`config.mk`:
```
export PLATFORM = sky130hd
export DESIGN_NAME = score_counter_flat
export DESIGN_NICKNAME = d
export VERILOG_FILES = /design/src/rtl/score_counter_if.sv /design/src/rtl/score_counter.sv /design/src/flat_wrapper.sv
export SDC_FILE = /design/constraint.sdc
export NUM_CORES = 1
export LEC_CHECK = 0
export ABC_CLOCK_PERIOD_IN_PS = 2100
export CORE_UTILIZATION = 50
export CTS_BUF_LIST = sky130_fd_sc_hd__clkbuf_4 sky130_fd_sc_hd__clkbuf_8 sky130_fd_sc_hd__clkbuf_16
export CTS_CLUSTER_DIAMETER = 120
export DETAILED_ROUTE_END_ITERATION = 16
export GPL_TIMING_DRIVEN = 0
export HOLD_SLACK_MARGIN = 0.08
export PLACE_DENSITY = 0.83
export SYNTH_ARGS = -nofsm -noshare
export SYNTH_HDL_FRONTEND = slang
export SYNTH_SLANG_ARGS = --single-unit
```
`constraint.sdc`:
```
create_clock -name clk_1khz -period 2.1 [get_ports clk_1khz]
set_input_delay 0.315 -clock clk_1khz [delete_from_list [all_inputs] [get_ports clk_1khz]]
set_output_delay 0.315 -clock clk_1khz [all_outputs]
set_load 0.05 [all_outputs]
```
`src/rtl/score_counter_if.sv`:
```
// score_counter_if: event inputs and BCD display outputs of score_counter.
// master drives count_up/count_down/clear_i; slave drives the score outputs.
interface score_counter_if;
    logic       count_up;
    logic       count_down;
    logic       clear_i;
    logic [3:0] score_tens_o;
    logic [3:0] score_ones_o;
    logic       win_o;
    logic       change_o;

    modport master (
        output count_up,
        output count_down,
        output clear_i,
        input  score_tens_o,
        input  score_ones_o,
        input  win_o,
        input  change_o
    );

    modport slave (
        input  count_up,
        input  count_down,
        input  clear_i,
        output score_tens_o,
        output score_ones_o,
        output win_o,
        output change_o
    );
endinterface

```
`src/rtl/score_counter.sv`:
```
// score_counter: two-digit BCD score driven by rising edges of count_up/down.
// Ports: clk_1khz, rst_n (async low), bus (slave: events in, digits/win/change out).
module score_counter #(
    parameter int MAX_SCORE    = 99,
    parameter int WIN_SCORE    = 21,
    parameter int FLASH_CYCLES = 250
) (
    input  logic            clk_1khz,
    input  logic            rst_n,
    score_counter_if.slave  bus
);
    localparam logic [3:0] MAX_T = 4'(MAX_SCORE / 10);
    localparam logic [3:0] MAX_O = 4'(MAX_SCORE % 10);
    localparam logic [3:0] WIN_T = 4'(WIN_SCORE / 10);
    localparam logic [3:0] WIN_O = 4'(WIN_SCORE % 10);
    localparam logic [9:0] FLASH_LOAD = 10'(FLASH_CYCLES - 1);

    typedef enum logic {
        IDLE,
        FLASH
    } state_t;

    logic       prev_up;
    logic       prev_down;
    logic       up_evt;
    logic       dn_evt;

    logic [3:0] tens_q;
    logic [3:0] ones_q;
    logic [3:0] tens_d;
    logic [3:0] ones_d;
    logic       win_q;
    logic       win_d;
    logic       changed;
    logic       at_max;
    logic       at_zero;

    state_t     state_q;
    state_t     state_d;
    logic [9:0] cnt_q;
    logic [9:0] cnt_d;

    assign up_evt  = bus.count_up & ~prev_up;
    assign dn_evt  = bus.count_down & ~prev_down;
    assign at_max  = (tens_q == MAX_T) && (ones_q == MAX_O);
    assign at_zero = (tens_q == 4'd0) && (ones_q == 4'd0);

    always_ff @(posedge clk_1khz or negedge rst_n) begin
        if (!rst_n) begin
            prev_up   <= 1'b0;
            prev_down <= 1'b0;
        end else begin
            prev_up   <= bus.count_up;
            prev_down <= bus.count_down;
        end
    end

    // Priority: clear, then simultaneous events cancel, then up, then down.
    always_comb begin
        tens_d  = tens_q;
        ones_d  = ones_q;
        changed = 1'b0;
        if (bus.clear_i) begin
            tens_d  = 4'd0;
            ones_d  = 4'd0;
            changed = !at_zero;
        end else if (up_evt && dn_evt) begin
            changed = 1'b0;
        end else if (up_evt) begin
            if (!at_max) begin
                changed = 1'b1;
                if (ones_q == 4'd9) begin
                    ones_d = 4'd0;
                    tens_d = tens_q + 4'd1;
                end else begin
                    ones_d = ones_q + 4'd1;
                end
            end
        end else if (dn_evt) begin
            if (!at_zero) begin
                changed = 1'b1;
                if (ones_q == 4'd0) begin
                    ones_d = 4'd9;
                    tens_d = tens_q - 4'd1;
                end else begin
                    ones_d = ones_q - 4'd1;
                end
            end
        end
    end

    // Digit-wise compare avoids converting the BCD score to binary.
    always_comb begin
        win_d = (tens_d > WIN_T) || ((tens_d == WIN_T) && (ones_d >= WIN_O));
    end

    always_ff @(posedge clk_1khz or negedge rst_n) begin
        if (!rst_n) begin
            tens_q <= 4'd0;
            ones_q <= 4'd0;
            win_q  <= 1'b0;
        end else begin
            tens_q <= tens_d;
            ones_q <= ones_d;
            win_q  <= win_d;
        end
    end

    always_ff @(posedge clk_1khz or negedge rst_n) begin
        if (!rst_n) begin
            state_q <= IDLE;
            cnt_q   <= 10'd0;
        end else begin
            state_q <= state_d;
            cnt_q   <= cnt_d;
        end
    end

    // A change in either state (re)loads the counter, so a retrigger
    // always yields a full-length strobe from the latest change.
    always_comb begin
        state_d = state_q;
        cnt_d   = cnt_q;
        if (changed) begin
            state_d = FLASH;
            cnt_d   = FLASH_LOAD;
        end else begin
            unique case (state_q)
                IDLE: begin
                    cnt_d = 10'd0;
                end
                FLASH: begin
                    if (cnt_q == 10'd0) begin
                        state_d = IDLE;
                    end else begin
                        cnt_d = cnt_q - 10'd1;
                    end
                end
                default: begin
                    state_d = IDLE;
                    cnt_d   = 10'd0;
                end
            endcase
        end
    end

    assign bus.score_tens_o = tens_q;
    assign bus.score_ones_o = ones_q;
    assign bus.win_o        = win_q;
    assign bus.change_o     = (state_q == FLASH);
endmodule

```
`src/flat_wrapper.sv`:
```
// flat-port wrapper written by rule: the top's interface ports become plain ports
module score_counter_flat 
#(
    parameter int MAX_SCORE    = 99,
    parameter int WIN_SCORE    = 21,
    parameter int FLASH_CYCLES = 250
)
  (clk_1khz, rst_n, bus_count_up, bus_count_down, bus_clear_i, bus_score_tens_o, bus_score_ones_o, bus_win_o, bus_change_o);
  score_counter_if bus_i ();
  input  logic clk_1khz;
  input  logic rst_n;
  input wire logic [$bits(bus_i.count_up)-1:0] bus_count_up;
  input wire logic [$bits(bus_i.count_down)-1:0] bus_count_down;
  input wire logic [$bits(bus_i.clear_i)-1:0] bus_clear_i;
  output wire logic [$bits(bus_i.score_tens_o)-1:0] bus_score_tens_o;
  output wire logic [$bits(bus_i.score_ones_o)-1:0] bus_score_ones_o;
  output wire logic [$bits(bus_i.win_o)-1:0] bus_win_o;
  output wire logic [$bits(bus_i.change_o)-1:0] bus_change_o;
  assign bus_i.count_up = bus_count_up;
  assign bus_i.count_down = bus_count_down;
  assign bus_i.clear_i = bus_clear_i;
  assign bus_score_tens_o = bus_i.score_tens_o;
  assign bus_score_ones_o = bus_i.score_ones_o;
  assign bus_win_o = bus_i.win_o;
  assign bus_change_o = bus_i.change_o;
  score_counter #(.MAX_SCORE(MAX_SCORE), .WIN_SCORE(WIN_SCORE), .FLASH_CYCLES(FLASH_CYCLES)) u_core (.clk_1khz(clk_1khz), .rst_n(rst_n), .bus(bus_i));
endmodule
```
### Yosys cells after proc, flatten, opt, wreduce, memory -nomap -nowiden

Index checks and enable logic that the tools add are counted.

| word-level totals | value |
|---|---|
| register bits | 22 |
| output and inout port bits | 10 |
| logic and storage cells | 60 |

| operators by class | value |
|---|---|
| add/sub/neg operators | 5 |
| order comparisons | 2 |
| equality and inequality tests | 4 |
| multiplexer cells | 28 |
| bitwise gates (word level) | 5 |
| reductions and logical operators | 9 |

Operators with widths:

| cell | count |
|---|---|
| 4-bit two-way mux | 16 |
| 10-bit two-way mux | 2 |
| 10-bit case mux with 2 select lines | 1 |
| 10-bit zero test | 1 |
| 10-bit by 1-bit subtractor with 10-bit output (second input constant) | 1 |
| 1-bit two-way mux | 9 |
| 4-bit by 1-bit adder with 4-bit output (second input constant) | 2 |
| 4-bit equality test (second input constant) | 2 |
| 4-bit zero test | 2 |
| 4-bit by 1-bit subtractor with 4-bit output (second input constant) | 2 |
| 4-bit by 2-bit equality test with 1-bit output (second input constant) | 1 |
| 4-bit by 1-bit >= comparator with 1-bit output (second input constant) | 1 |
| 4-bit by 2-bit greater-than comparator with 1-bit output (second input constant) | 1 |
| 1-bit logical AND | 4 |
| 3-bit by 2-bit != test with 1-bit output (second input constant) | 1 |
| 1-bit inverter | 3 |
| 1-bit bitwise AND | 2 |
| 1-bit zero test | 1 |
| 1-bit logical OR | 1 |

### Logic depth before layout (Yosys ltp)

| depth | value |
|---|---|
| word-level depth | 10 |
| mapped depth | 8 |
| mapped depth without buffers | 8 |

### Least setup slack after synthesis

No wires, ideal clock.

| timing path | value |
|---|---|
| path kind | register -> register |
| start | register u_core.ones_q[1] (netlist: u_core.bus.score_ones_o[1]) |
| end | register u_core.win_q (netlist: u_core.bus.win_o) |
| data arrival time | 2142 ps |
| data required time | 1982 ps |
| slack | -160 ps |
| cell stages (with the launch flop) | 9 |
| path buffers | 0 |
| clock period less this slack | 2260 ps |
| cells stage by stage | dfrtp_1 -> inv_1 -> ha_1 -> or3b_1 -> nor4_1 -> o21ai_0 -> nand2b_4 -> a21oi_1 -> a21o_1 |

| on the way | value |
|---|---|
| longest elaborated chain between the ends | 10 |
| elaborated cells between the ends (all ways) | 27 |

RTL lines:

| element | line | source |
|---|---|---|
| start, declared | score_counter.sv:29 | `logic [3:0] ones_q;` |
| start signal, assigned | score_counter.sv:104 | `ones_q <= ones_d;` |
| 4-bit by 1-bit subtractor with 4-bit output or 4-bit zero test (tied branches) | score_counter.sv:86, score_counter.sv:46, score_counter.sv:82 |  |
| 4-bit two-way mux or 1-bit logical AND (tied branches) | score_counter.sv:82, score_counter.sv:46 |  |
| 4-bit two-way mux | score_counter.sv:80 | `if (!at_zero) begin` |
| 4-bit two-way mux | score_counter.sv:79 | `end else if (dn_evt) begin` |
| 4-bit two-way mux | score_counter.sv:69 | `end else if (up_evt) begin` |
| 4-bit two-way mux | score_counter.sv:67 | `end else if (up_evt && dn_evt) begin` |
| 4-bit two-way mux | score_counter.sv:63 | `if (bus.clear_i) begin` |
| 4-bit by 1-bit >= comparator with 1-bit output or 4-bit by 2-bit equality test with 1-bit output (tied branches) | score_counter.sv:94 | `win_d = (tens_d > WIN_T) \|\| ((tens_d == WIN_T) && (ones_d >= WIN_O));` |
| 1-bit logical AND | score_counter.sv:94 |  |
| 1-bit logical OR (*) | score_counter.sv:94 |  |
| net u_core.win_d | score_counter.sv:33 | `logic win_d;` |
| end signal, assigned | score_counter.sv:105 | `win_q <= win_d;` |
| end, declared | score_counter.sv:32 | `logic win_q;` |

Mark *: on every way through the listed nets, which the timed path passes. The rest lies on a longest branch.
A chain may end at the register's enable or synchronous reset.

### Final worst setup path

| timing path | value |
|---|---|
| start | register u_core.ones_q[0] (netlist: u_core.bus.score_ones_o[0]) |
| end | register u_core.win_q (netlist: u_core.bus.win_o) |

| on the way | value |
|---|---|
| longest elaborated chain between the ends | 10 |
| elaborated cells between the ends (all ways) | 27 |

RTL lines:

| element | line | source |
|---|---|---|
| 4-bit by 1-bit subtractor with 4-bit output or 4-bit zero test (tied branches) | score_counter.sv:86, score_counter.sv:46, score_counter.sv:82 |  |
| 4-bit two-way mux or 1-bit logical AND (tied branches) | score_counter.sv:82, score_counter.sv:46 |  |
| 4-bit two-way mux | score_counter.sv:80 |  |
| 4-bit two-way mux | score_counter.sv:79 |  |
| 4-bit two-way mux | score_counter.sv:69 |  |
| 4-bit two-way mux (*) | score_counter.sv:67 |  |
| 4-bit two-way mux (*) | score_counter.sv:63 |  |
| net u_core.ones_d[0] | score_counter.sv:31 | `logic [3:0] ones_d;` |
| 4-bit by 1-bit >= comparator with 1-bit output (*) | score_counter.sv:94 |  |
| 1-bit logical AND (*) | score_counter.sv:94 |  |
| 1-bit logical OR (*) | score_counter.sv:94 |  |
| net u_core.win_d | score_counter.sv:33 |  |

Marked as above.

==> impl_metrics.json <==
{
  "antenna_found_initial": 0,
  "gp_congestion": 0.906,
  "grt_max_degree": 23,
  "synth.area.top_cells": "dfrtp_1 38%, ha_1 6.9%, o21ai_0 3.8%",
  "diodes": 0,
  "final.min_clock_period_ns": 2.18,
  "seq_area_sq_um": 556,
  "slew_viol_final": 0,
  "first_pass_iters": 4,
  "cap_violations": 0,
  "reg2reg_depth": 8,
  "multi_input_area_sq_um": 886,
  "post-route-util_pct": 67.7,
  "post_synth.cell_area_avg_sq_um": 9.55,
  "path_class": "register to register",
  "crit_start": "u_core.bus.score_ones_o[0]",
  "clockRootBuffer": "clkbuf_4",
  "wl_per_cell_um": 16.7,
  "synth_cell_type_count": 49,
  "p_per_area_nw_per_um2": 624,
  "die_h_um": 55.9,
  "drive_gt1_share_pct": 28.7,
  "rrSetupSlack_ns": -0.08,
  "tns_ns": -0.0763,
  "io_buffers": 14,
  "end_kind": "register",
  "whs_ns": 0.507,
  "grt-ovfl-total": 0,
  "critical-path-top-delay-family": "compound AO/OA/AOI/OAI gates",
  "p_leak_nw": 0.785,
  "rr_startpoint": "u_core.bus.score_ones_o[0]",
  "worstReg2RegEnd": "u_core.bus.win_o",
  "clock-sinks": 22,
  "synth_top_flop_cell": "dfrtp_1",
  "fin_crit_sh_pct": 104,
  "yosys_warnings": 0,
  "worst_ep_arrival_time_ns": 2.39,
  "htree_levels": 1,
  "violations": "negative setup slack",
  "async_flop_share_pct": 100,
  "ant_nets": 0,
  "relSlewSlack_pct": 35.2,
  "insertion_delay_ns": 0.31,
  "crit_slowest_cell": "dfrtp_2",
  "critPathLaunchType": "register",
  "dp_hpwl_um": 2290,
  "die-area_sq_um": 3120,
  "nets": 202,
  "synth_seq_cells": 22,
  "cts.clk_slew.worst_paths_ns": 0.12,
  "via_per_inst": 6.05,
  "path_buf_inv": 1,
  "grt_pass1_wl_um": 5470,
  "syn2layout_area_growth_pct": 28.6,
  "pin_count": 15,
  "final-hold-violation-count": 0,
  "synth_area_leader_cell": "dfrtp_1",
  "first_global_vias": 1216,
  "path_cells": "buf_4 -> ha_1 -> and3b_4 -> a211oi_4 -> o21ai_0 -> o311a_1 -> nand4bb_1 -> a21o_1",
  "hp-class": "primary input to register",
  "crit_cells": 8,
  "vias": 1326,
  "initial_core_util_pct": 52.6,
  "clockBufferDepth": 2,
  "ys_seq_area_share_pct": 37.9,
  "drcViolationCount": 0,
  "endpoint": "u_core.bus.win_o",
  "syn-cell-area_sq_um": 1450,
  "fmax_ghz": 0.460,
  "finalSetupViolCount": 1,
  "core_area_sq_um": 2760,
  "fill_cells": 220,
  "yosysTopAreaCellShare_pct": 37.9,
  "vdd.ir_drop.worst_uv": 554,
  "drtIter0Drc": 78,
  "status": "complete, but fails checks",
  "cpPeakStageDelay_ns": 0.48,
  "tritoncts": "built",
  "skew_ns": 0.00695,
  "fin_ws_ns": -0.0763,
  "rsz0062_at_grt": "yes",
  "die_w_um": 55.9,
  "synth-edff-count": 0,
  "wirelength_um": 3660,
  "path_max_fanout": 7,
  "rows": 19,
  "tightest_slew_ns": 0.969,
  "grt.total_usage_pct": 22.3,
  "synth_cells": 152,
  "crit_required_ns": 2.32,
  "syn_nets": 165,
  "cts_made_buffers": 3
}
placed cells by master (no fill, tap or decap), drive strengths merged, types with 2 or more instances in the layout:
cell / n
buf: 23
dfrtp: 22
clkdlybuf4s50: 14
nor2: 13
o21ai: 12
inv: 10
nand2: 9
nor3: 8
ha: 8
xnor2: 5
clkbuf: 5
nor3b: 5
nor4: 5
xor2: 4
a211oi: 4
or3: 4
nand3: 3
nand4: 3
a21oi: 3
nand2b: 3
and3b: 2
o311a: 2
and3: 2
nor2b: 2
a22oi: 2
stage by stage:
step	power [mW]	cell area (sq um)	cells	setup WS (ns)
floorplan	0.768	1460	152	-0.0112
global placement	0.845	1640	197	-0.314
detailed placement	0.860	1640	197	-0.396
CTS	1.11	1720	201	-0.0464
global route	1.22	1870	219	-0.189
finish	1.17	1870	219	-0.0763
power breakdown:
part           leakage, nW  switching [mW]  total (mW)  internal [mW]
clock network       0.0210           0.125       0.231          0.106
logic                0.505           0.223       0.415          0.192
registers            0.259          0.0480       0.520          0.472
sequential cells by signal, indices dropped and copies added, names as in the netlist:
signal and cells:
u_core.cnt_q 10, u_core.bus.score_ones_o 4, u_core.bus.score_tens_o 4, u_core.bus.change_o 1, u_core.bus.win_o 1, u_core.prev_down 1
u_core.prev_up 1
worst min-delay path by stage:
stage / startpoint / slack, ns / to / cells past startpoint
after floorplan: rst_n / 0.02 / u_core.bus.change_o / 0
after global placement: u_core.bus.change_o / 0.50 / u_core.cnt_q[0] / 2
after detailed placement: u_core.bus.change_o / 0.54 / u_core.cnt_q[0] / 2
after CTS: bus_count_up / 0.50 / u_core.prev_up / 1
after global routing: bus_count_down / 0.51 / u_core.prev_down / 1
final: bus_count_up / 0.51 / u_core.prev_up / 1
repair_timing:
item	4_1_cts	5_1_grt
gates resized for setup	10	5
buffers inserted	0	18
pin swaps	0	6
hold buffers	0	0
endpoints found under the setup margin	2	3
cells in the mapped netlist, drive strengths merged (2+ instances only):
cell,n
or3,4
nand2,9
nand4,3
nor4,5
inv,10
ha,8
nor3,8
xnor2,5
o311a,2
buf,5
nor3b,5
nor2,13
o21ai,12
a22oi,2
nor2b,2
and3,2
nand2b,3
xor2,4
nand3,3
a21oi,3
a211oi,4
and3b,2
dfrtp,22
per-layer routing:
| metal | GRT usage [%] | share of wire [%] |
|---|---|---|
| met1 | 30.0 | 42 |
| met2 | 37.5 | 49 |
| met3 | 2.09 | 4.6 |
| met4 | 9.06 | 3.8 |
| met5 | 0 | 0 |
logic make-up after synthesis:
group	after synthesis	synth area share, %
compound gates	31	15.3
xor+xnor	9	5.43
fa+ha+maj	9	7.59
buf+inv	16	5.17
flops	22	37.9
mux	1	0.690
simple gates	64	27.8
cell type report:
type                            instances  share of cell area, %
Buffer                                  6                   2.01
Timing Repair Buffer                   32                   14.7
Inverter                               10                   2.01
Multi-Input combinational cell        114                   47.5
Tap cell                               31                   2.08
Clock buffer                            4                   1.94
Sequential cell                        22                   29.8
No activity file was read; power rests on OpenSTA's default activity.
==> RTL change 1: new RTL, same flow settings <==
Make the reset (`rst_n`) synchronous in 3 clocked blocks. Comments in the files are not updated.
--- a/src/rtl/score_counter.sv
+++ b/src/rtl/score_counter.sv
@@ -46,5 +46,5 @@
     assign at_zero = (tens_q == 4'd0) && (ones_q == 4'd0);
 
-    always_ff @(posedge clk_1khz or negedge rst_n) begin
+    always_ff @(posedge clk_1khz) begin
         if (!rst_n) begin
             prev_up   <= 1'b0;
@@ -95,5 +95,5 @@
     end
 
-    always_ff @(posedge clk_1khz or negedge rst_n) begin
+    always_ff @(posedge clk_1khz) begin
         if (!rst_n) begin
             tens_q <= 4'd0;
@@ -107,5 +107,5 @@
     end
 
-    always_ff @(posedge clk_1khz or negedge rst_n) begin
+    always_ff @(posedge clk_1khz) begin
         if (!rst_n) begin
             state_q <= IDLE;
Function: differs if rst_n is asserted again (counterexample within 4 cycles, from zero or initial values and one cycle with rst_n low); with rst_n held inactive, the same outputs for 10 cycles.
==> RTL change 1 against the unedited design <==
Power rose by 2.1%; area after synthesis fell by 4.8%; sequential share of layout area fell by 4.0 points; hold slack improved by 0.0077 ns; wire length fell by 4.3%; sequential cell count did not move; worst setup slack improved by 0.032 ns; the run still ends with negative setup slack left; synthesized cell count rose by 6.6%; cell area fell by 5.3%.
==> RTL change 1: results (changes against the unedited design) <==
[outcome]
status = finished, violations left  ; unchanged
violations = negative setup slack  ; unchanged

[power_and_ir_drop]
leakage_nw = 0.725  ; was 0.785 nW
vdd_ir_drop_max_mv = 0.604  ; was 0.554 mV
switchingPower_w = 0.000377  ; was 0.000396 W

[hold_path]
hold_start = u_core.cnt_q[5]  ; was bus_count_up
min_path_type = register to register  ; was input port to register
min_to = u_core.cnt_q[5]  ; was u_core.prev_up

[grt]
grt_pass1_vias = 1242  ; was 1,216
met2_usage_pct = 47.4  ; was 37.5%
met3_usage_pct = 2.78  ; was 2.09%
grt_pass1_wl_um = 5420  ; was 5470 µm
grt_max_degree = 14  ; was 23
grt_usage_pct = 25.8  ; was 22.3%

[route]
wl_met1_um = 1440  ; was 1540 µm
met2_length_um = 1850  ; was 1810 µm
wl_met3_um = 139  ; was 169 µm
drtPass1Iterations = 5  ; was 4
routed_wl_um = 3500  ; was 3660 µm

[sta]
relSlewSlack_pct = 65.4  ; was 35.2%
fin_ws_ns = -0.0440  ; was -0.0763 ns
setup_viol = 1  ; unchanged
finClkSkew_ns = 0.00207  ; was 0.00695 ns
whs_ns = 0.514  ; was 0.507 ns

[critical_path]
arrival_ns = 2.34  ; was 2.39 ns
reg2reg_from = u_core.bus.score_ones_o[1]  ; was u_core.bus.score_ones_o[0]
r2r_end = u_core.bus.win_o  ; unchanged
worstPathMaxFanout = 4  ; was 7

[cells_and_area]
drive_above_1_share_pct = 24.0  ; was 28.7%
layout.nets = 206  ; was 202

[logic_synthesis]
async_flop_share_pct = 0  ; was 100%
yosys-top-cells-area = dfxtp_1 32%, ha_1 7.2%, nand2_1 4.9%  ; was dfrtp_1 38%, ha_1 6.9%, o21ai_0 3.8%
synth_cell_types = 48  ; was 49
synthTopCellsByCount = 22 x dfxtp_1, 18 x nand2_1, 14 x nor2_1  ; was 22 x dfrtp_1, 13 x nor2_1, 11 x o21ai_0

[placement]
gp_congestion = 0.850  ; was 0.906
hpwl_um = 2280  ; was 2290 µm

[RTL change 1: changes by cell type after synthesis, sizes merged, moves of 6 or more]
cell and delta:
a21oi +6, dfrtp -22, dfxtp +22, nand2 +9
o21ai -11
[RTL change 1: power by group through the flow]
| stage | sequential [W] | combinational [W] | clock (W) |
|---|---|---|---|
| floorplan | 0.000497 | 0.000266 | 0 |
| global route | 0.000476 | 0.000436 | 0.000338 |
| detailed placement | 0.000483 | 0.000360 | 0 |
| CTS | 0.000470 | 0.000376 | 0.000323 |
| finish | 0.000474 | 0.000399 | 0.000317 |
| global placement | 0.000481 | 0.000339 | 0 |
[RTL change 1: worst max-delay path by stage]
stage                               start                to  slack [ns]  cells after the start
2_1_floorplan  u_core.bus.score_ones_o[2]  u_core.bus.win_o        0.01                      7
3_3_place_gp                 bus_count_up  u_core.bus.win_o       -0.14                      8
3_5_place_dp                 bus_count_up  u_core.bus.win_o       -0.18                      8
4_1_cts        u_core.bus.score_ones_o[1]  u_core.bus.win_o      -0.007                      8
5_1_grt        u_core.bus.score_ones_o[1]  u_core.bus.win_o       -0.10                      8
6_report       u_core.bus.score_ones_o[1]  u_core.bus.win_o       -0.04                      8
[RTL change 1: area by class of cell]
cell class	instances	area, µm²
multi-input cells	125	890
well taps	30	37.5
clock buffers	3	22.5
fillers	200	777
plain buffers	5	60.1
flip-flops and latches	22	455
inverters	10	42.5
clock inverters	1	30.0
repair buffers	26	230
[RTL change 1: what timing repair did]
item,in CTS,in global routing
pin swaps,5,4
resized for setup,9,5
buffers inserted,9,3
endpoints found under the setup margin,2,11
hold buffers,0,0
[RTL change 1: critical path, stage by stage (launching register included)]
cell	delay [ns]
dfxtp_4	0.38
inv_4	0.07
ha_4	0.13
or3b_4	0.40
o2111a_1	0.26
a221oi_2	0.25
nand3_1	0.14
nor4b_2	0.29
o22ai_1	0.11
[RTL change 1: kinds of logic (layout without fill, tap and decap cells)]
logic type | count (synthesis) | in the layout | share of synthesized area (%)
simple gates | 75 | 75 | 30.0
compound gates | 33 | 33 | 18.0
flops | 22 | 22 | 31.9
buf+inv | 15 | 45 | 7.07
fa+ha+maj | 8 | 8 | 7.25
xor+xnor | 8 | 8 | 5.07
mux | 1 | 1 | 0.725
[RTL change 1: per-stage QoR]
stage	setup TNS, ns	utilization [%]	cells	total power (W)	worst slack (ns)
final	-0.0440	69.5	222	0.00119	-0.0440
after global routing	-0.108	69.5	222	0.00125	-0.102
after CTS	-0.00691	67.8	219	0.00117	-0.00691
after detailed placement	-0.437	62.2	206	0.000843	-0.179
after global placement	-0.144	62.2	206	0.000820	-0.139
after floorplan	0	-	162	0.000763	0.0150
==> RTL change 2: new RTL, same settings <==
Made on the original files. `MAX_SCORE` is set to 99 in 2 places; all go to 49.
--- a/src/rtl/score_counter.sv
+++ b/src/rtl/score_counter.sv
@@ -2,5 +2,5 @@
 // Ports: clk_1khz, rst_n (async low), bus (slave: events in, digits/win/change out).
 module score_counter #(
-    parameter int MAX_SCORE    = 99,
+    parameter int MAX_SCORE    = 49,
     parameter int WIN_SCORE    = 21,
     parameter int FLASH_CYCLES = 250
--- a/src/flat_wrapper.sv
+++ b/src/flat_wrapper.sv
@@ -2,5 +2,5 @@
 module score_counter_flat 
 #(
-    parameter int MAX_SCORE    = 99,
+    parameter int MAX_SCORE    = 49,
     parameter int WIN_SCORE    = 21,
     parameter int FLASH_CYCLES = 250
Function: same outputs for any inputs over 10 cycles, from zero or initial values and one cycle with rst_n low; that may be too few to reach the edited logic, so the function may still have changed.
==> RTL change 2 against the unedited design <==
The run still ends with negative setup slack left; die area decreased by 1.9%; clock skew decreased by 0.00076 ns; worst setup slack got worse by 0.32 ns; sequential cell count unchanged; largest cell class unchanged; wire length increased by 3.4%; power increased by 16%; hold slack got worse by 0.21 ns; cell area increased by 1.2%; area after synthesis decreased by 2.0%.
==> RTL change 2: results (changes against the unedited design) <==
[cells_and_area]
post-route-util_pct = 72.9  ; was 67.7%
fillers = 183  ; was 220
multi_input_gates = 122  ; was 114
nonClkBufAreaFrac_pct = 14.0  ; was 16.8%
inverters = 11  ; was 10
layout.nets = 205  ; was 202

[placement]
portBuffers = 13  ; was 14
pre_cts_ws_ns = -0.457  ; was -0.396 ns
dp_cells = 204  ; was 197
placed_cell_area_mm2 = 0.00165  ; was 0.00164 mm²

[outcome]
status = finished, violations left  ; unchanged
violations = negative setup slack  ; unchanged

[grt]
use_met1_pct = 31.0  ; was 30.0%
grt_pass1_vias = 1271  ; was 1,216

[logic_synthesis]
yosys-top-cells-area = dfrtp_1 39%, ha_1 7.0%, nand2_1 4.5%  ; was dfrtp_1 38%, ha_1 6.9%, o21ai_0 3.8%
syn-num-nets = 174  ; was 165
synth_cell_types = 43  ; was 49
synth-xor-area-share_pct = 5.54  ; was 5.43%
synthTopCellsByCount = 22 x dfrtp_1, 17 x nand2_1, 12 x nor2_1, 12 x nor3_1, 11 x inv_1  ; was 22 x dfrtp_1, 13 x nor2_1, 11 x o21ai_0
synthMuxAreaShare_pct = 3.69  ; was 0.690%
synth_compound_area_share_pct = 16.0  ; was 15.3%
synthAdderAreaFrac_pct = 7.04  ; was 7.59%

[sta]
relSlewSlack_pct = 33.9  ; was 35.2%
setup_viol = 12  ; was 1
fin_ws_ns = -0.394  ; was -0.0763 ns
whs_ns = 0.293  ; was 0.507 ns

[critical_path]
slowest_delay_ns = 0.46  ; was 0.48 ns
worstPathMaxFanout = 4  ; was 7
arrival_ns = 2.72  ; was 2.39 ns
critPathSlowestCell = or4b_4  ; was dfrtp_2
rrSetupSlack_ns = -0.39  ; was -0.08 ns

[power_and_ir_drop]
leakage_nw = 0.802  ; was 0.785 nW
vdd_ir_drop_max_mv = 0.539  ; was 0.554 mV

[cts]
clk_pin_slew_worst_paths_ns = 0.14  ; was 0.12 ns

[route]
vias = 1410  ; was 1,326
routedWlPerCell_um = 17.1  ; was 16.7 µm
wl_met3_um = 255  ; was 169 µm

[floorplanning]
fp.dieW_um = 55.3  ; was 55.9 µm

[RTL change 2: final timing paths]
kind | startpoint | depth (start not counted) | end
worst max register to register | u_core.cnt_q[0] | 8 | u_core.cnt_q[4]
max in group asynchronous | rst_n | 1 | u_core.bus.score_tens_o[1]
worst min register to register | u_core.cnt_q[9] | 2 | u_core.cnt_q[9]
worst min-delay path | bus_clear_i | 2 | u_core.bus.score_tens_o[0]
worst max-delay path | u_core.cnt_q[0] | 8 | u_core.cnt_q[4]
min in group asynchronous | rst_n | 1 | u_core.prev_up
[RTL change 2: timing repair]
item | in CTS | in global routing
setup buffers | 10 | 5
cloned | 0 | 0
endpoints found under the hold margin | 0 | 0
endpoints found under the setup margin | 12 | 13
pin swaps | 2 | 5
resized for setup | 9 | 17
hold buffers | 0 | 0
[RTL change 2: power by group]
group / switching [W] / internal (W)
Clock: 0.000151 / 0.000193
Combinational: 0.000251 / 0.000229
Sequential: 0.0000523 / 0.000473
